--- config.mk ---
export PLATFORM = sky130hd
export DESIGN_NAME = wb_shared_arb_flat
export DESIGN_NICKNAME = d
export VERILOG_FILES = /design/src/rtl/wb_shared_arb_if.sv /design/src/rtl/wb_shared_arb.sv /design/src/flat_wrapper.sv
export SDC_FILE = /design/constraint.sdc
export NUM_CORES = 1
export LEC_CHECK = 0
export CELL_PAD_IN_SITES_DETAIL_PLACEMENT = 0
export CELL_PAD_IN_SITES_GLOBAL_PLACEMENT = 1
export CORE_AREA = 4 4 130 132
export CTS_BUF_LIST = sky130_fd_sc_hd__clkbuf_4 sky130_fd_sc_hd__clkbuf_8
export DETAILED_ROUTE_END_ITERATION = 8
export DIE_AREA = 0 0 134 136
export PLACE_DENSITY = 0.79
export SLEW_MARGIN = 20
export SYNTH_ARGS = -nofsm -noshare
export SYNTH_HDL_FRONTEND = slang
export SYNTH_SLANG_ARGS = --single-unit
--- constraint.sdc ---
create_clock -name clk_i -period 1.9 [get_ports clk_i]
set_clock_uncertainty 0.15 [all_clocks]
set_input_delay 0.19 -clock clk_i [delete_from_list [all_inputs] [get_ports clk_i]]
set_output_delay 0.19 -clock clk_i [all_outputs]
set_load 0.05 [all_outputs]
--- src/rtl/wb_shared_arb_if.sv ---
`default_nettype none
// ============================================================================
//  Module      : wb_shared_arb_if
//  Description : Wishbone bundle between the two CPU masters (data port m0,
//                instruction port m1), the shared-BRAM arbiter and the BRAM
//                slave.
//  Modports    : slave  - arbiter view: serves the masters as their slave
//                         and drives the shared BRAM request.
//                master - environment view: drives the master requests and
//                         the BRAM response, observes everything else.
//  Revision    : 1.0  initial release
// ============================================================================
interface wb_shared_arb_if #(
    parameter int AW = 32,
    parameter int DW = 32
);
    // master 0 (CPU data port)
    logic [DW-1:0] m0_data_i;
    logic [AW-1:0] m0_addr_i;
    logic [3:0]    m0_sel_i;
    logic          m0_we_i;
    logic          m0_cyc_i;
    logic          m0_stb_i;
    logic [DW-1:0] m0_data_o;
    logic          m0_ack_o;
    logic          m0_err_o;

    // master 1 (CPU instruction port)
    logic [DW-1:0] m1_data_i;
    logic [AW-1:0] m1_addr_i;
    logic [3:0]    m1_sel_i;
    logic          m1_we_i;
    logic          m1_cyc_i;
    logic          m1_stb_i;
    logic [DW-1:0] m1_data_o;
    logic          m1_ack_o;
    logic          m1_err_o;

    // shared BRAM slave
    logic [DW-1:0] s_data_o;
    logic [AW-1:0] s_addr_o;
    logic [3:0]    s_sel_o;
    logic          s_we_o;
    logic          s_cyc_o;
    logic          s_stb_o;
    logic [DW-1:0] s_data_i;
    logic          s_ack_i;
    logic          s_err_i;

    modport slave (
        input  m0_data_i, m0_addr_i, m0_sel_i, m0_we_i, m0_cyc_i, m0_stb_i,
        output m0_data_o, m0_ack_o, m0_err_o,
        input  m1_data_i, m1_addr_i, m1_sel_i, m1_we_i, m1_cyc_i, m1_stb_i,
        output m1_data_o, m1_ack_o, m1_err_o,
        output s_data_o, s_addr_o, s_sel_o, s_we_o, s_cyc_o, s_stb_o,
        input  s_data_i, s_ack_i, s_err_i
    );

    modport master (
        output m0_data_i, m0_addr_i, m0_sel_i, m0_we_i, m0_cyc_i, m0_stb_i,
        input  m0_data_o, m0_ack_o, m0_err_o,
        output m1_data_i, m1_addr_i, m1_sel_i, m1_we_i, m1_cyc_i, m1_stb_i,
        input  m1_data_o, m1_ack_o, m1_err_o,
        input  s_data_o, s_addr_o, s_sel_o, s_we_o, s_cyc_o, s_stb_o,
        output s_data_i, s_ack_i, s_err_i
    );
endinterface
`default_nettype wire

--- src/rtl/wb_shared_arb.sv ---
`default_nettype none
// ============================================================================
//  Module      : wb_shared_arb
//  Description : Two-master round-robin Wishbone arbiter in front of a single
//                shared BRAM slave, with a no-acknowledge watchdog that
//                aborts a stalled transfer with an error response.
//  Ports       : clk_i     - system clock, rising edge
//                rst_i     - asynchronous active-low reset
//                bus       - wb_shared_arb_if.slave (masters + BRAM slave)
//                grant_o   - one-hot owner: 01 = m0, 10 = m1, 00 = none
//                timeout_o - one-cycle pulse on a watchdog abort
//  Parameters  : AW, DW    - Wishbone address / data width
//                TIMEOUT   - wait-cycle limit before abort (1..255)
//  Revision    : 1.0  initial release
// ============================================================================
module wb_shared_arb #(
    parameter int AW      = 32,
    parameter int DW      = 32,
    parameter int TIMEOUT = 255
) (
    input  wire logic       clk_i,
    input  wire logic       rst_i,
    wb_shared_arb_if.slave  bus,
    output logic [1:0]      grant_o,
    output logic            timeout_o
);

    localparam logic [1:0] c_IDLE = 2'd0;
    localparam logic [1:0] c_OWN0 = 2'd1;
    localparam logic [1:0] c_OWN1 = 2'd2;

    localparam logic [7:0] c_TIMEOUT_CNT = 8'(TIMEOUT);
    localparam logic [7:0] c_CNT_MAX     = 8'hFF;

    logic [1:0]    r_state;
    logic [1:0]    w_next_state;
    logic          r_last_m1;     // 1: m1 was the most recent owner
    logic [7:0]    r_cnt;
    logic [7:0]    w_cnt_next;
    logic          w_timeout;

    // request of whichever master currently owns the slave
    logic          w_own_cyc;
    logic          w_own_stb;
    logic          w_own_we;
    logic [3:0]    w_own_sel;
    logic [AW-1:0] w_own_addr;
    logic [DW-1:0] w_own_data;

    // ------------------------------------------------------------------
    // Owner request multiplexer (all-zero while idle)
    // ------------------------------------------------------------------
    always_comb begin
        w_own_cyc  = 1'b0;
        w_own_stb  = 1'b0;
        w_own_we   = 1'b0;
        w_own_sel  = '0;
        w_own_addr = '0;
        w_own_data = '0;
        case (r_state)
            c_OWN0: begin
                w_own_cyc  = bus.m0_cyc_i;
                w_own_stb  = bus.m0_stb_i;
                w_own_we   = bus.m0_we_i;
                w_own_sel  = bus.m0_sel_i;
                w_own_addr = bus.m0_addr_i;
                w_own_data = bus.m0_data_i;
            end
            c_OWN1: begin
                w_own_cyc  = bus.m1_cyc_i;
                w_own_stb  = bus.m1_stb_i;
                w_own_we   = bus.m1_we_i;
                w_own_sel  = bus.m1_sel_i;
                w_own_addr = bus.m1_addr_i;
                w_own_data = bus.m1_data_i;
            end
            default: ;
        endcase
    end

    // An acknowledge or error in the limit cycle wins over the watchdog.
    assign w_timeout = (r_state != c_IDLE) && (r_cnt == c_TIMEOUT_CNT) &&
                       !bus.s_ack_i && !bus.s_err_i;

    // ------------------------------------------------------------------
    // Wait counter: counts owner strobe cycles without a slave response
    // ------------------------------------------------------------------
    always_comb begin
        w_cnt_next = r_cnt;
        if ((r_state == c_IDLE) || bus.s_ack_i || bus.s_err_i || !w_own_stb) begin
            w_cnt_next = 8'd0;
        end else if (r_cnt != c_CNT_MAX) begin
            w_cnt_next = r_cnt + 8'd1;
        end
    end

    // ------------------------------------------------------------------
    // State register (with last-owner bit and wait counter)
    // ------------------------------------------------------------------
    always_ff @(posedge clk_i or negedge rst_i) begin
        if (!rst_i) begin
            r_state   <= c_IDLE;
            r_last_m1 <= 1'b1;       // m0 wins the first tie after reset
            r_cnt     <= 8'd0;
        end else begin
            r_state <= w_next_state;
            r_cnt   <= w_cnt_next;
            // A timed-out owner stays recorded, so the other master wins
            // the next tie.
            if ((r_state == c_IDLE) && (w_next_state != c_IDLE)) begin
                r_last_m1 <= (w_next_state == c_OWN1);
            end
        end
    end

    // ------------------------------------------------------------------
    // Next-state logic
    // ------------------------------------------------------------------
    always_comb begin
        w_next_state = r_state;
        case (r_state)
            c_IDLE: begin
                if (bus.m0_cyc_i && bus.m1_cyc_i) begin
                    w_next_state = r_last_m1 ? c_OWN0 : c_OWN1;
                end else if (bus.m0_cyc_i) begin
                    w_next_state = c_OWN0;
                end else if (bus.m1_cyc_i) begin
                    w_next_state = c_OWN1;
                end else begin
                    w_next_state = c_IDLE;
                end
            end
            c_OWN0: begin
                if (w_timeout || !bus.m0_cyc_i) begin
                    w_next_state = c_IDLE;
                end
            end
            c_OWN1: begin
                if (w_timeout || !bus.m1_cyc_i) begin
                    w_next_state = c_IDLE;
                end
            end
            default: w_next_state = c_IDLE;
        endcase
    end

    // ------------------------------------------------------------------
    // Output logic
    // ------------------------------------------------------------------
    always_comb begin
        grant_o   = {r_state == c_OWN1, r_state == c_OWN0};
        timeout_o = w_timeout;

        // the watchdog abort withdraws the cycle in the cycle it fires
        bus.s_cyc_o  = w_own_cyc & ~w_timeout;
        bus.s_stb_o  = w_own_stb & ~w_timeout;
        bus.s_we_o   = w_own_we;
        bus.s_sel_o  = w_own_sel;
        bus.s_addr_o = w_own_addr;
        bus.s_data_o = w_own_data;

        bus.m0_data_o = bus.s_data_i;
        bus.m1_data_o = bus.s_data_i;

        bus.m0_ack_o = (r_state == c_OWN0) & bus.s_ack_i;
        bus.m0_err_o = (r_state == c_OWN0) & (bus.s_err_i | w_timeout);
        bus.m1_ack_o = (r_state == c_OWN1) & bus.s_ack_i;
        bus.m1_err_o = (r_state == c_OWN1) & (bus.s_err_i | w_timeout);
    end

endmodule
`default_nettype wire
--- src/flat_wrapper.sv ---
// flat-port wrapper written by rule: the top's interface ports become plain ports
module wb_shared_arb_flat 
#(
    parameter int AW      = 32,
    parameter int DW      = 32,
    parameter int TIMEOUT = 255
)
  (clk_i, rst_i, grant_o, timeout_o, bus_m0_data_i, bus_m0_addr_i, bus_m0_sel_i, bus_m0_we_i, bus_m0_cyc_i, bus_m0_stb_i, bus_m0_data_o, bus_m0_ack_o, bus_m0_err_o, bus_m1_data_i, bus_m1_addr_i, bus_m1_sel_i, bus_m1_we_i, bus_m1_cyc_i, bus_m1_stb_i, bus_m1_data_o, bus_m1_ack_o, bus_m1_err_o, bus_s_data_o, bus_s_addr_o, bus_s_sel_o, bus_s_we_o, bus_s_cyc_o, bus_s_stb_o, bus_s_data_i, bus_s_ack_i, bus_s_err_i);
  wb_shared_arb_if #(.AW(AW), .DW(DW)) bus_i ();
  input  wire logic clk_i;
  input  wire logic rst_i;
  output logic [1:0] grant_o;
  output logic timeout_o;
  input wire logic [$bits(bus_i.m0_data_i)-1:0] bus_m0_data_i;
  input wire logic [$bits(bus_i.m0_addr_i)-1:0] bus_m0_addr_i;
  input wire logic [$bits(bus_i.m0_sel_i)-1:0] bus_m0_sel_i;
  input wire logic [$bits(bus_i.m0_we_i)-1:0] bus_m0_we_i;
  input wire logic [$bits(bus_i.m0_cyc_i)-1:0] bus_m0_cyc_i;
  input wire logic [$bits(bus_i.m0_stb_i)-1:0] bus_m0_stb_i;
  output wire logic [$bits(bus_i.m0_data_o)-1:0] bus_m0_data_o;
  output wire logic [$bits(bus_i.m0_ack_o)-1:0] bus_m0_ack_o;
  output wire logic [$bits(bus_i.m0_err_o)-1:0] bus_m0_err_o;
  input wire logic [$bits(bus_i.m1_data_i)-1:0] bus_m1_data_i;
  input wire logic [$bits(bus_i.m1_addr_i)-1:0] bus_m1_addr_i;
  input wire logic [$bits(bus_i.m1_sel_i)-1:0] bus_m1_sel_i;
  input wire logic [$bits(bus_i.m1_we_i)-1:0] bus_m1_we_i;
  input wire logic [$bits(bus_i.m1_cyc_i)-1:0] bus_m1_cyc_i;
  input wire logic [$bits(bus_i.m1_stb_i)-1:0] bus_m1_stb_i;
  output wire logic [$bits(bus_i.m1_data_o)-1:0] bus_m1_data_o;
  output wire logic [$bits(bus_i.m1_ack_o)-1:0] bus_m1_ack_o;
  output wire logic [$bits(bus_i.m1_err_o)-1:0] bus_m1_err_o;
  output wire logic [$bits(bus_i.s_data_o)-1:0] bus_s_data_o;
  output wire logic [$bits(bus_i.s_addr_o)-1:0] bus_s_addr_o;
  output wire logic [$bits(bus_i.s_sel_o)-1:0] bus_s_sel_o;
  output wire logic [$bits(bus_i.s_we_o)-1:0] bus_s_we_o;
  output wire logic [$bits(bus_i.s_cyc_o)-1:0] bus_s_cyc_o;
  output wire logic [$bits(bus_i.s_stb_o)-1:0] bus_s_stb_o;
  input wire logic [$bits(bus_i.s_data_i)-1:0] bus_s_data_i;
  input wire logic [$bits(bus_i.s_ack_i)-1:0] bus_s_ack_i;
  input wire logic [$bits(bus_i.s_err_i)-1:0] bus_s_err_i;
  assign bus_i.m0_data_i = bus_m0_data_i;
  assign bus_i.m0_addr_i = bus_m0_addr_i;
  assign bus_i.m0_sel_i = bus_m0_sel_i;
  assign bus_i.m0_we_i = bus_m0_we_i;
  assign bus_i.m0_cyc_i = bus_m0_cyc_i;
  assign bus_i.m0_stb_i = bus_m0_stb_i;
  assign bus_m0_data_o = bus_i.m0_data_o;
  assign bus_m0_ack_o = bus_i.m0_ack_o;
  assign bus_m0_err_o = bus_i.m0_err_o;
  assign bus_i.m1_data_i = bus_m1_data_i;
  assign bus_i.m1_addr_i = bus_m1_addr_i;
  assign bus_i.m1_sel_i = bus_m1_sel_i;
  assign bus_i.m1_we_i = bus_m1_we_i;
  assign bus_i.m1_cyc_i = bus_m1_cyc_i;
  assign bus_i.m1_stb_i = bus_m1_stb_i;
  assign bus_m1_data_o = bus_i.m1_data_o;
  assign bus_m1_ack_o = bus_i.m1_ack_o;
  assign bus_m1_err_o = bus_i.m1_err_o;
  assign bus_s_data_o = bus_i.s_data_o;
  assign bus_s_addr_o = bus_i.s_addr_o;
  assign bus_s_sel_o = bus_i.s_sel_o;
  assign bus_s_we_o = bus_i.s_we_o;
  assign bus_s_cyc_o = bus_i.s_cyc_o;
  assign bus_s_stb_o = bus_i.s_stb_o;
  assign bus_i.s_data_i = bus_s_data_i;
  assign bus_i.s_ack_i = bus_s_ack_i;
  assign bus_i.s_err_i = bus_s_err_i;
  wb_shared_arb #(.AW(AW), .DW(DW), .TIMEOUT(TIMEOUT)) u_core (.clk_i(clk_i), .rst_i(rst_i), .bus(bus_i), .grant_o(grant_o), .timeout_o(timeout_o));
endmodule
# After elaboration in Yosys (flattened, before gate mapping)
# Index checks and enable logic that the tools add are counted.
# W data, S select, Z words.
dict set report totals {
  in_bits 178
  word_cells 51
  register_bits 11
  out_inout_bits 142
}
dict set report classes {
  n_mux 15
  n_bitwise 8
  n_eq_ne 5
  n_reduce_logical 19
  add_sub_neg 1
}
# op count
set op_table {}
lappend op_table {{$pmux W32 S2} 2}
lappend op_table {{$mux W8} 2}
lappend op_table {{$mux W2} 6}
lappend op_table {{$add A8 B1 Y8 const B} 1}
lappend op_table {{$eq A8 B8 Y1 const B} 1}
lappend op_table {{$ne A8 B8 Y1 const B} 1}
lappend op_table {{$pmux W4 S2} 1}
lappend op_table {{$and A1 B1 Y1} 6}
lappend op_table {{$pmux W1 S2} 3}
lappend op_table {{$pmux W2 S3} 1}
lappend op_table {{$reduce_bool A2 Y1} 3}
lappend op_table {{$logic_and A1 B1 Y1} 5}
lappend op_table {{$logic_not A1 Y1} 5}
lappend op_table {{$logic_or A1 B1 Y1} 5}
lappend op_table {{$eq A2 B2 Y1 const B} 2}
lappend op_table {{$eq A2 B1 Y1 const B} 1}
lappend op_table {{$logic_not A2 Y1} 1}
lappend op_table {{$not A1 Y1} 1}
lappend op_table {{$or A1 B1 Y1} 1}

# Longest topological paths before layout
# Gate-level depths: netlist of run 1.
dict set report logic_depth {
  ltp_word 9
  depth_mapped 6
}

# Worst setup path after synthesis of run 1
# Ideal clock, no wire load.
dict set report synth_timing {
  path_type {flip-flop to output port}
  startpoint {reg u_core.r_state[0]}
  endpoint {out bus_s_addr_o[0]}
  t_arrival_ns 2.196
  slack_ns -0.636
  path_stages_with_launch 7
  path_cell_list {dfrtp_1 > inv_1 > ha_1 > buf_2 > buf_2 > a22oi_1 > nor2b_1}
}
dict set report synth_between {
  elab_chain_cells 2
  elab_cells_between_ends 3
  cone_classes {2 x eq/ne; 1 x mux}
}
# item line
set synth_rtl {}
lappend synth_rtl {{start, declared} wb_shared_arb.sv:35} ;# logic [1:0] r_state;
lappend synth_rtl {{start signal, assigned} wb_shared_arb.sv:102} ;# r_state <= c_IDLE;
lappend synth_rtl {{start signal, assigned} wb_shared_arb.sv:106} ;# r_state <= w_next_state;
lappend synth_rtl {{$eq A2 B2 Y1} --}
lappend synth_rtl {{net grant_o[1]} flat_wrapper.sv:12} ;# output logic [1:0] grant_o;
lappend synth_rtl {{$pmux W32 S2} wb_shared_arb.sv:60} ;# case (r_state)
lappend synth_rtl {{end, declared} flat_wrapper.sv:33} ;# output wire logic [$bits(bus_i.s_addr_o)-1:0] bus_s_addr_o;
# The timed path passes the listed nets, and every way through them passes these cells.

# Worst setup path after layout of run 1
dict set report layout_timing {
  startpoint {reg u_core.r_state[1]}
  endpoint {out bus_s_data_o[9]}
}
dict set report layout_between {
  elab_chain_cells 2
  elab_cells_between_ends 3
  cone_classes {2 x eq/ne; 1 x mux}
}
# item line
set layout_rtl {}
lappend layout_rtl {{$eq A2 B2 Y1 or $eq A2 B1 Y1 (tied branches)} wb_shared_arb.sv:60}
lappend layout_rtl {{$pmux W32 S2 *} wb_shared_arb.sv:60}
lappend layout_rtl {{end, declared} flat_wrapper.sv:32} ;# output wire logic [$bits(bus_i.s_data_o)-1:0] bus_s_data_o;
# Every way passes the cells marked *; elsewhere a longest branch is shown, timed or not.

==> results of run 1 <==
kinds of logic (layout without fill, tap and decap cells):
| kind of cell | after synthesis | after routing |
|---|---|---|
| adder cells (fa/ha/maj) | 5 | 5 |
| flip-flops | 11 | 11 |
| multiplexers | 1 | 1 |
| AO/OA/AOI/OAI | 86 | 86 |
| buffers and inverters | 95 | 284 |
| AND/OR/NAND/NOR | 107 | 107 |
worst max-delay path, stage by stage (launching register included):
cell and delay, ns:
sky130_fd_sc_hd__dfrtp_1 0.41, sky130_fd_sc_hd__buf_6 0.14, sky130_fd_sc_hd__ha_4 0.19, sky130_fd_sc_hd__buf_12 0.15, sky130_fd_sc_hd__clkbuf_16 0.16, sky130_fd_sc_hd__a22oi_2 0.20
sky130_fd_sc_hd__nor2b_4 0.07, sky130_fd_sc_hd__buf_12 0.15
cell usage in the layout, fill, tap and decap left out, drive strengths merged:
| cell type | Yosys | layout |
|---|---|---|
| a21oi | 3 | 3 |
| a32oi | 1 | 1 |
| dfstp | 1 | 1 |
| clkbuf | 7 | 11 |
| nor2b | 71 | 71 |
| clkdlybuf4s50 | 0 | 145 |
| nor2 | 3 | 3 |
| nand4 | 3 | 3 |
| a211oi | 2 | 2 |
| nor3 | 8 | 8 |
| o22ai | 1 | 1 |
| nand3 | 5 | 5 |
| mux2i | 1 | 1 |
| a21boi | 1 | 1 |
| a31oi | 4 | 4 |
| nand2 | 4 | 4 |
| and3 | 3 | 3 |
| bufbuf | 0 | 1 |
| nand2b | 2 | 2 |
| nor4b | 1 | 1 |
| nand4b | 1 | 1 |
| ha | 5 | 5 |
| o22a | 1 | 1 |
| and4 | 1 | 1 |
| a22oi | 69 | 69 |
| a22o | 2 | 2 |
| inv | 5 | 5 |
| and2 | 2 | 2 |
| o21ai | 2 | 2 |
| buf | 83 | 122 |
| dfrtp | 10 | 10 |
| nor4 | 1 | 1 |
| nand3b | 1 | 1 |
| nor3b | 1 | 1 |
per-stage QoR:
stage	std cells	setup WS, ns
floorplan	305	-0.138
global placement	671	0.000140
detailed placement	671	-0.0397
CTS	700	-0.184
global route	710	-0.242
finish	710	-0.169
cell type report:
class | instances | area, µm²
inverters | 5 | 21.3
well taps | 216 | 270
flip-flops and latches | 11 | 278
fillers | 1429 | 8930
clock buffers | 4 | 48.8
repair buffers | 275 | 3850
multi-input cells | 199 | 2300
how the worst max path moves through the flow:
stage                 startpoint          endpoint
3_3_place_gp   u_core.r_state[0]  bus_s_data_o[10]
6_report       u_core.r_state[1]   bus_s_data_o[9]
5_1_grt        u_core.r_state[1]  bus_s_data_o[20]
4_1_cts        u_core.r_state[1]  bus_s_data_o[21]
2_1_floorplan  u_core.r_state[1]   bus_s_addr_o[0]
3_5_place_dp   u_core.r_state[0]  bus_s_addr_o[25]
timing repair:
item	4_1_cts	5_1_grt
pin swaps	9	20
buffers inserted	18	7
setup endpoints to repair	76	78
cloned	8	7
hold buffers	0	0
gates resized for setup	83	53
layer usage:
layer,share of wire,GRT usage,up-vias
met5,0,0,-
met1,0.35,0.147,1487
met2,0.54,0.284,212
li1,-,-,1412
met4,0.023,0.0360,0
met3,0.084,0.0285,22
flip-flops by register name, summed over array words and instances (netlist names):
| signal | flops |
|---|---|
| u_core.r_state | 2 |
| u_core.r_cnt | 8 |
| u_core.r_last_m1 | 1 |
power breakdown:
part	total (mW)	switching (mW)	internal [mW]
clock network	0.260	0.0975	0.162
logic	10.6	4.85	5.74
registers	0.309	0.0344	0.275
total	11.2	4.98	6.17
==> results.py, run 1 <==
metrics = {
    "synth": {
        "synth.ff_latch_count": 11,
        "synth.avg_cell_area_um2": 7.60,
        "synth.top_cell.area_share": 0.224,
        "syn_inst": 305,
        "synth.lib_cells_used.distinct": 40,
        "synth_area_leaders": "sky130_fd_sc_hd__a22oi_1, sky130_fd_sc_hd__buf_4, sky130_fd_sc_hd__nor2b_1",
        "synth-xor-area-share": 0,
        "synth.area.mux_share": 0.00432,
        "yosys_warnings": 0,
        "synth.cells.most_frequent": "sky130_fd_sc_hd__nor2b_1, sky130_fd_sc_hd__a22oi_1, sky130_fd_sc_hd__buf_4, sky130_fd_sc_hd__buf_2, sky130_fd_sc_hd__dfrtp_1",
        "synthAdderAreaFrac": 0.0270,
        "asyncSetResetFlopFracSynth": 1.00,
        "predominant_post_synthesis_flop_cell": "sky130_fd_sc_hd__dfrtp_1",
        "synthesis.nets": 488,
        "synth_simple_gate_area_share": 0.295,
        "synth_most_common_cell": "sky130_fd_sc_hd__nor2b_1",
        "synth_top_family_by_area": "simple AND/OR/NAND/NOR gates",
        "yosysSeqAreaShare": 0.119,
        "area_fraction_in_compound_gates_after_synthesis": 0.281,
        "synth.largest_area_cell": "sky130_fd_sc_hd__a22oi_1",
        "synthesis.area_mm2": 0.00232,
        "synth_edf_count": 0,
    },
    "cells_and_area": {
        "n_antenna_cell": 0,
        "finalCoreUtilization": 0.431,
        "final_design_area_no_fill_mm2": 0.00678,
        "final_layout_size_suffix_gt1_frac": 0.603,
        "area_growth_from_synthesis_to_layout_pct": 192,
        "design.final.nets": 678,
    },
    "floorplan": {
        "fp.dieW_um": 134,
        "initial_standard_cell_utilization_of_the_core": 0.147,
        "number_of_rows_in_the_core_area": 46,
        "die-height_um": 136,
        "design.die.area_mm2": 0.0182,
        "io_pins": 320,
        "area_inside_the_core_boundary_mm2": 0.0157,
    },
    "clocking": {
        "tritoncts.num_buffers": 3,
        "cts_max_path_buffers": 2,
        "cts_tree": "built",
        "h-tree-depth": 1,
        "cts-root-buf": "sky130_fd_sc_hd__clkbuf_8",
        "clkLatencyLatePin_ns": 0.24,
        "clock_sinks": 11,
        "worst_setup_hold_path_clk_slew_ns": 0.06,
    },
    "worst_setup_path": {
        "worst_ep_arrival_time_ns": 1.73,
        "r2r_end": "u_core.r_cnt[0]",
        "startpoint_type": "flop",
        "timing.critical_path.required_ns": 1.56,
        "rr_worst_depth": 8,
        "critPathMaxFanout": 8,
        "crit_path_end_kind": "primary output",
        "rrSetupSlack_ns": 0.10,
        "path_class": "flop to primary output",
        "worstReg2RegStart": "u_core.r_state[1]",
    },
    "timing": {
        "timing.fmax_mhz": 483,
        "setup_total_negative_slack_ns": -7.50,
        "layout_min_cycle_time_ns": 2.07,
        "post-route-period-util": 1.09,
        "slew_margin_rel": 0.639,
        "actual_slew_at_the_worst_max_slew_pin_ns": 0.540,
        "rsz0062_at_grt": "yes",
        "timing.final.max_slew_violations": 0,
        "hold_viol_final": 0,
        "final_setup_violating_endpoints": 72,
        "hold_slack_ns": 0.151,
        "post-route-worst-setup-slack_ns": -0.169,
    },
    "grt": {
        "pin_count_of_the_biggest_net_entering_global_routing": 24,
        "first_global_vias": 3262,
        "globalRouteOverflowTotal": 0,
        "grt_util_all_layers": 0.141,
        "grt_first_pass_wirelength_um": 19800,
        "grt_antenna_before_repair": 0,
    },
    "drt": {
        "detail_route.wirelength_um": 15200,
        "drt_pass1_iterations": 5,
        "routed_via_density": 4.41,
        "antenna_left": 0,
        "routed-via-count": 3133,
        "drc_errors": 0,
        "drtIter0Drc": 106,
        "detail_route.wl_per_cell_um": 21.3,
    },
    "placed_design": {
        "gpl.final_weighted_congestion": 0.808,
        "io_buffers": 223,
        "place_area_mm2": 0.00552,
        "post-dp-hpwl_um": 10200,
    },
    "outcome": {
        "outcome": "finished, violations left",
        "failing_checks": "setup timing",
    },
    "power_and_ir_drop": {
        "vdd_ir_drop_max_mv": 0.576,
        "cellPowerDensity_mw_per_mm2": 1650,
        "static-leakage-power_nw": 2.39,
        "fin_total_pwr_mw": 11.2,
    },
    "run": {
        "max_cap_viol_count": 0,
    },
    "min_path": {
        "hold_path_class": "primary input to asynchronous set/reset pin",
    },
}
Power figures use the tool's default switching activity.
==> inputs of run 2 (changes only) <==
==> constraint.sdc (replaced) <==
create_clock -name clk_i -period 1.9 [get_ports clk_i]
set_clock_uncertainty 0.15 [all_clocks]
set_input_delay 0.38 -clock clk_i [delete_from_list [all_inputs] [get_ports clk_i]]
set_output_delay 0.38 -clock clk_i [all_outputs]
set_load 0.05 [all_outputs]
==> results.py, run 2 (synthesized netlist as in run 1, its figures left out) <==
metrics = {
    "drt": {
        "detail_route.wl_per_cell_um": 18.2,
        "drt_pass1_iterations": 4,
        "detail_route.wirelength_um": 13100,
        "antenna_left": 0,
        "routed_via_density": 4.30,
        "routed-via-count": 3098,
        "drtIter0Drc": 86,
        "drc_errors": 0,
    },
    "power_and_ir_drop": {
        "cellPowerDensity_mw_per_mm2": 1570,
        "static-leakage-power_nw": 2.38,
        "power.share.clock": 0.025,
        "vdd_ir_drop_max_mv": 0.750,
        "cellInternalPower_mw": 5.69,
        "power.share.sequential": 0.031,
        "switchingPower_mw": 4.66,
        "power.share.combinational": 0.945,
        "power.share.switching": 0.450,
    },
    "timing": {
        "rsz0062_at_grt": "yes",
        "hold_viol_final": 0,
        "final_setup_violating_endpoints": 78,
        "layout_min_cycle_time_ns": 2.25,
        "actual_slew_at_the_worst_max_slew_pin_ns": 0.504,
        "post-route-worst-setup-slack_ns": -0.351,
        "setup_total_negative_slack_ns": -21.52,
        "timing.fmax_mhz": 444,
        "timing.final.max_slew_violations": 0,
        "post-route-period-util": 1.18,
        "slew_margin_rel": 0.663,
    },
    "floorplan": {
        "fp.dieW_um": 134,
        "area_inside_the_core_boundary_mm2": 0.0157,
        "design.die.area_mm2": 0.0182,
        "die-height_um": 136,
        "io_pins": 320,
        "initial_standard_cell_utilization_of_the_core": 0.147,
        "number_of_rows_in_the_core_area": 46,
    },
    "worst_setup_path": {
        "timing.critical_path.required_ns": 1.37,
        "path_class": "flop to primary output",
        "startpoint_type": "flop",
        "crit_path_end_kind": "primary output",
        "cp.buffers_inverters": 4,
        "critPathMaxFanout": 18,
        "worst_ep_arrival_time_ns": 1.72,
        "cpMaxStageDelayCell": "sky130_fd_sc_hd__dfrtp_2",
        "max_stage_delay_ns": 0.42,
        "dominant_cell_type_by_count_on_the_critical_path": "sky130_fd_sc_hd__buf_12",
        "cpLargestDelayFamily": "buffers and inverters",
        "cp_cell_sequence": "inv_4 -> ha_4 -> buf_6 -> buf_12 -> a22oi_1 -> nor2b_2 -> buf_12",
    },
    "placed_design": {
        "io_buffers": 223,
        "numPlacedInstances": 680,
        "place_worst_setup_slack_ns": -0.250,
        "place_area_mm2": 0.00569,
        "post-dp-hpwl_um": 9070,
        "gpl.final_weighted_congestion": 0.751,
    },
    "outcome": {
        "failing_checks": "setup timing",
        "outcome": "finished, violations left",
    },
    "grt": {
        "pin_count_of_the_biggest_net_entering_global_routing": 25,
        "grt_first_pass_wirelength_um": 17200,
        "grt_antenna_before_repair": 0,
        "globalRouteOverflowTotal": 0,
        "grt_util_all_layers": 0.117,
        "first_global_vias": 3148,
    },
    "clocking": {
        "clock_sinks": 11,
        "cts_max_path_buffers": 2,
        "worst_setup_hold_path_clk_slew_ns": 0.05,
        "cts_hold_buf": 0,
        "cts_tree": "built",
        "h-tree-depth": 1,
        "clkLatencyLatePin_ns": 0.24,
        "cts-root-buf": "sky130_fd_sc_hd__clkbuf_8",
        "tritoncts.num_buffers": 3,
    },
    "min_path": {
        "hold_path_class": "primary input to asynchronous set/reset pin",
    },
    "cells_and_area": {
        "final_standard_cell_count_with_taps_included_and_fillers_excluded": 721,
        "design.final.nets": 689,
        "finalCoreUtilization": 0.421,
        "n_antenna_cell": 0,
        "largest_register_ff_count": 8,
        "most-common-layout-cells": "sky130_fd_sc_hd__clkdlybuf4s50_1, sky130_fd_sc_hd__buf_12, sky130_fd_sc_hd__nor2b_4",
        "most_common_cell_after_layout_fill_and_taps_aside": "sky130_fd_sc_hd__clkdlybuf4s50_1",
        "final_layout_size_suffix_gt1_frac": 0.574,
        "final_design_area_no_fill_mm2": 0.00661,
        "area_growth_from_synthesis_to_layout_pct": 185,
        "top_register": "u_core.r_cnt",
        "reg_top3": "u_core.r_cnt: 8 flops, u_core.r_state: 2 flops, u_core.r_last_m1: 1 flops",
    },
    "run": {
        "max_cap_viol_count": 0,
    },
}
run 2: timing repair:
action / in CTS / in global routing
endpoints found under the setup margin: 78 / 79
resized for setup: 35 / 59
gates cloned: 4 / 8
buffers inserted: 9 / 16
pin swaps: 3 / 10
run 2: final cells by class:
| type | count | area [µm²] |
|---|---|---|
| sequential | 11 | 279 |
| multi-input combinational | 199 | 2150 |
| clock buffer | 4 | 48.8 |
| timing repair buffer | 286 | 3830 |
| inverter | 5 | 21.3 |
| fill | 1410 | 9100 |
| tap | 216 | 270 |
run 2: worst reg2reg max path: stages, from the launching register on:
cell,delay [ns]
sky130_fd_sc_hd__dfrtp_2,0.43
sky130_fd_sc_hd__inv_2,0.10
sky130_fd_sc_hd__ha_4,0.18
sky130_fd_sc_hd__buf_12,0.17
sky130_fd_sc_hd__buf_6,0.11
sky130_fd_sc_hd__a22o_4,0.11
sky130_fd_sc_hd__buf_4,0.12
sky130_fd_sc_hd__nand3_4,0.13
sky130_fd_sc_hd__nor3_1,0.21
run 2: worst paths after layout:
kind	start	end	slack, ns	depth (start not counted)
min in group clk_i	u_core.r_last_m1	u_core.r_last_m1	0.38	1
worst max register to register	u_core.r_state[1]	u_core.r_cnt[0]	0.11	8
max in group asynchronous	rst_i	u_core.r_state[0]	0.91	1
worst min register to register	u_core.r_last_m1	u_core.r_last_m1	0.38	1
worst max-delay path	u_core.r_state[0]	bus_s_addr_o[15]	-0.35	7
worst min-delay path	rst_i	u_core.r_cnt[2]	0.33	1
run 2: stage by stage:
stage	hold slack, ns	total power [mW]
3_3_place_gp	0.363	8.02
2_1_floorplan	-0.0656	5.21
5_1_grt	0.362	10.8
4_1_cts	0.341	9.38
3_5_place_dp	0.375	8.11
6_report	0.326	10.3
run 2: routing by layer:
metal	GRT usage	wire (µm)	vias up
li1	-	-	1429
met1	0.129	4780	1457
met2	0.220	6870	161
met3	0.0237	1010	51
met4	0.0411	425	0
met5	0	0	-
run 2: power groups by stage:
stage / clock network [mW] / registers, mW / logic, mW
finish: 0.254 / 0.317 / 9.78
global route: 0.276 / 0.321 / 10.2
CTS: 0.260 / 0.314 / 8.80
detailed placement: 0 / 0.314 / 7.79
global placement: 0 / 0.310 / 7.71
floorplan: 0 / 0.315 / 4.89
==> inputs of run 3 (changes only) <==
Settings changed: CTS_CLUSTER_DIAMETER from default to 200, SKIP_LAST_GASP from default to 1, TNS_END_PERCENT from default to 5.
==> results.py, run 3 (synthesized netlist as in run 1, its figures left out) <==
metrics = {
    "timing": {
        "timing.final.max_slew_violations": 0,
        "slew_margin_rel": 0.659,
        "timing.fmax_mhz": 448,
        "post-route-period-util": 1.17,
        "post-route-worst-setup-slack_ns": -0.331,
        "rsz0062_at_grt": "yes",
        "layout_min_cycle_time_ns": 2.23,
        "final_setup_violating_endpoints": 78,
        "actual_slew_at_the_worst_max_slew_pin_ns": 0.511,
        "hold_viol_final": 0,
    },
    "worst_setup_path": {
        "path_class": "flop to primary output",
        "cpMaxStageDelayCell": "sky130_fd_sc_hd__dfrtp_2",
        "crit_path_end_kind": "primary output",
        "cp.buffers_inverters": 3,
        "critPathMaxFanout": 5,
        "max_stage_delay_ns": 0.43,
        "worst_ep_arrival_time_ns": 1.70,
        "critical_path_cell_count": 6,
        "rr_worst_depth": 7,
        "timing.critical_path.required_ns": 1.37,
        "cpLargestDelayFamily": "buffers and inverters",
        "cp_cell_sequence": "buf_4 -> ha_4 -> buf_6 -> a22o_2 -> and3_4 -> buf_12",
        "startpoint_type": "flop",
    },
    "grt": {
        "grt_first_pass_wirelength_um": 17000,
        "globalRouteOverflowTotal": 0,
        "grt.met2_usage": 0.225,
        "grt_use_met1": 0.127,
        "first_global_vias": 3144,
        "grt.busiest_layer": "met2",
        "gr-usage-met3": 0.0266,
        "pin_count_of_the_biggest_net_entering_global_routing": 37,
        "grt_antenna_before_repair": 0,
        "grt_util_all_layers": 0.116,
    },
    "floorplan": {
        "die-height_um": 136,
        "initial_standard_cell_utilization_of_the_core": 0.147,
        "area_inside_the_core_boundary_mm2": 0.0157,
        "design.die.area_mm2": 0.0182,
        "fp.dieW_um": 134,
        "io_pins": 320,
        "number_of_rows_in_the_core_area": 46,
    },
    "placed_design": {
        "io_buffers": 223,
        "place_area_mm2": 0.00528,
        "place_worst_setup_slack_ns": -0.342,
        "gpl.final_weighted_congestion": 0.751,
        "post-dp-hpwl_um": 8490,
    },
    "clocking": {
        "tritoncts.num_buffers": 3,
        "clkLatencyLatePin_ns": 0.23,
        "clock_sinks": 11,
        "cts_max_path_buffers": 2,
        "worst_setup_hold_path_clk_slew_ns": 0.05,
        "cts_hold_buf": 0,
        "cts-root-buf": "sky130_fd_sc_hd__clkbuf_8",
        "h-tree-depth": 1,
        "cts_tree": "built",
    },
    "cells_and_area": {
        "final_design_area_no_fill_mm2": 0.00615,
        "most-common-layout-cells": "sky130_fd_sc_hd__clkdlybuf4s50_1, sky130_fd_sc_hd__buf_12, sky130_fd_sc_hd__nor2b_2",
        "final_layout_size_suffix_gt1_frac": 0.514,
        "area_growth_from_synthesis_to_layout_pct": 165,
        "top_register": "u_core.r_cnt",
        "finalCoreUtilization": 0.391,
        "reg_top3": "u_core.r_cnt: 8 flops, u_core.r_state: 2 flops, u_core.r_last_m1: 1 flops",
        "largest_register_ff_count": 8,
        "design.final.nets": 670,
        "n_antenna_cell": 0,
        "most_common_cell_after_layout_fill_and_taps_aside": "sky130_fd_sc_hd__clkdlybuf4s50_1",
        "num-fill-cells": 1552,
    },
    "outcome": {
        "failing_checks": "setup timing",
        "outcome": "finished, violations left",
    },
    "drt": {
        "detail_route.wirelength_um": 12200,
        "drc_errors": 0,
        "drt_pass1_iterations": 4,
        "routed-via-count": 2983,
        "antenna_left": 0,
        "detail_route.wl_per_cell_um": 17.3,
        "routed_via_density": 4.25,
        "drtIter0Drc": 89,
    },
    "run": {
        "max_cap_viol_count": 0,
    },
    "power_and_ir_drop": {
        "vdd_ir_drop_max_mv": 0.686,
        "static-leakage-power_nw": 2.17,
        "cellPowerDensity_mw_per_mm2": 1510,
        "fin_total_pwr_mw": 9.29,
    },
    "min_path": {
        "hold_path_class": "primary input to asynchronous set/reset pin",
    },
}
run 3: changes by cell type in the layout (fill, tap and decap cells not counted), moves of 2 or more:
cell	change
sky130_fd_sc_hd__a22oi_1	+12
sky130_fd_sc_hd__clkdlybuf4s50_1	+2
sky130_fd_sc_hd__buf_8	-3
sky130_fd_sc_hd__and2_1	+2
sky130_fd_sc_hd__a22oi_2	-12
sky130_fd_sc_hd__and2_4	-2
sky130_fd_sc_hd__buf_6	-7
sky130_fd_sc_hd__clkbuf_16	-3
sky130_fd_sc_hd__buf_4	-7
sky130_fd_sc_hd__nor2b_4	-26
sky130_fd_sc_hd__dlygate4sd2_1	-2
sky130_fd_sc_hd__nor2b_2	+24
sky130_fd_sc_hd__nor2b_1	+2
run 3: worst paths after layout:
check	start	to	slack, ns
max in group asynchronous	rst_i	u_core.r_state[0]	0.89
max reg2reg	u_core.r_state[0]	u_core.r_last_m1	0.10
min reg2reg	u_core.r_last_m1	u_core.r_last_m1	0.38
min	rst_i	u_core.r_cnt[2]	0.33
min in group clk_i	u_core.r_last_m1	u_core.r_last_m1	0.38
max	u_core.r_state[0]	bus_s_stb_o	-0.33
run 3: final cells by class:
cell class / instances / area, µm² / share of cell area
inverters: 5 / 21.3 / 0.00346
multi-input cells: 199 / 1920 / 0.313
well taps: 216 / 270 / 0.0440
clock buffers: 4 / 48.8 / 0.00794
repair buffers: 267 / 3600 / 0.587
flip-flops and latches: 11 / 278 / 0.0452
run 3: stage by stage:
step	setup TNS, ns	hold slack, ns	cells
CTS	-22.30	0.352	694
finish	-21.20	0.335	702
floorplan	-34.44	-0.0656	305
global route	-26.29	0.395	702
detailed placement	-9.61	0.367	677
global placement	-6.45	0.360	677
run 3: what timing repair did:
| action | 4_1_cts | 5_1_grt |
|---|---|---|
| gates resized for setup | 118 | 15 |
| pin swaps | 8 | 5 |
| cloned | 5 | 3 |
| setup buffers | 8 | 6 |
| endpoints found under the setup margin | 77 | 78 |
run 3: where the power goes:
part | internal, mW | switching, mW | leakage (nW) | total [mW]
sequential | 0.275 | 0.0340 | 0.147 | 0.309
clock | 0.162 | 0.0877 | 0.0262 | 0.249
combinational | 4.51 | 4.22 | 1.99 | 8.73
total | 4.94 | 4.34 | 2.17 | 9.29
run 3: layer usage:
metal,wire (µm),vias to the layer above
li1,-,1392
met1,4410,1419
met2,6690,146
met3,878,26
met4,200,0
met5,0,-
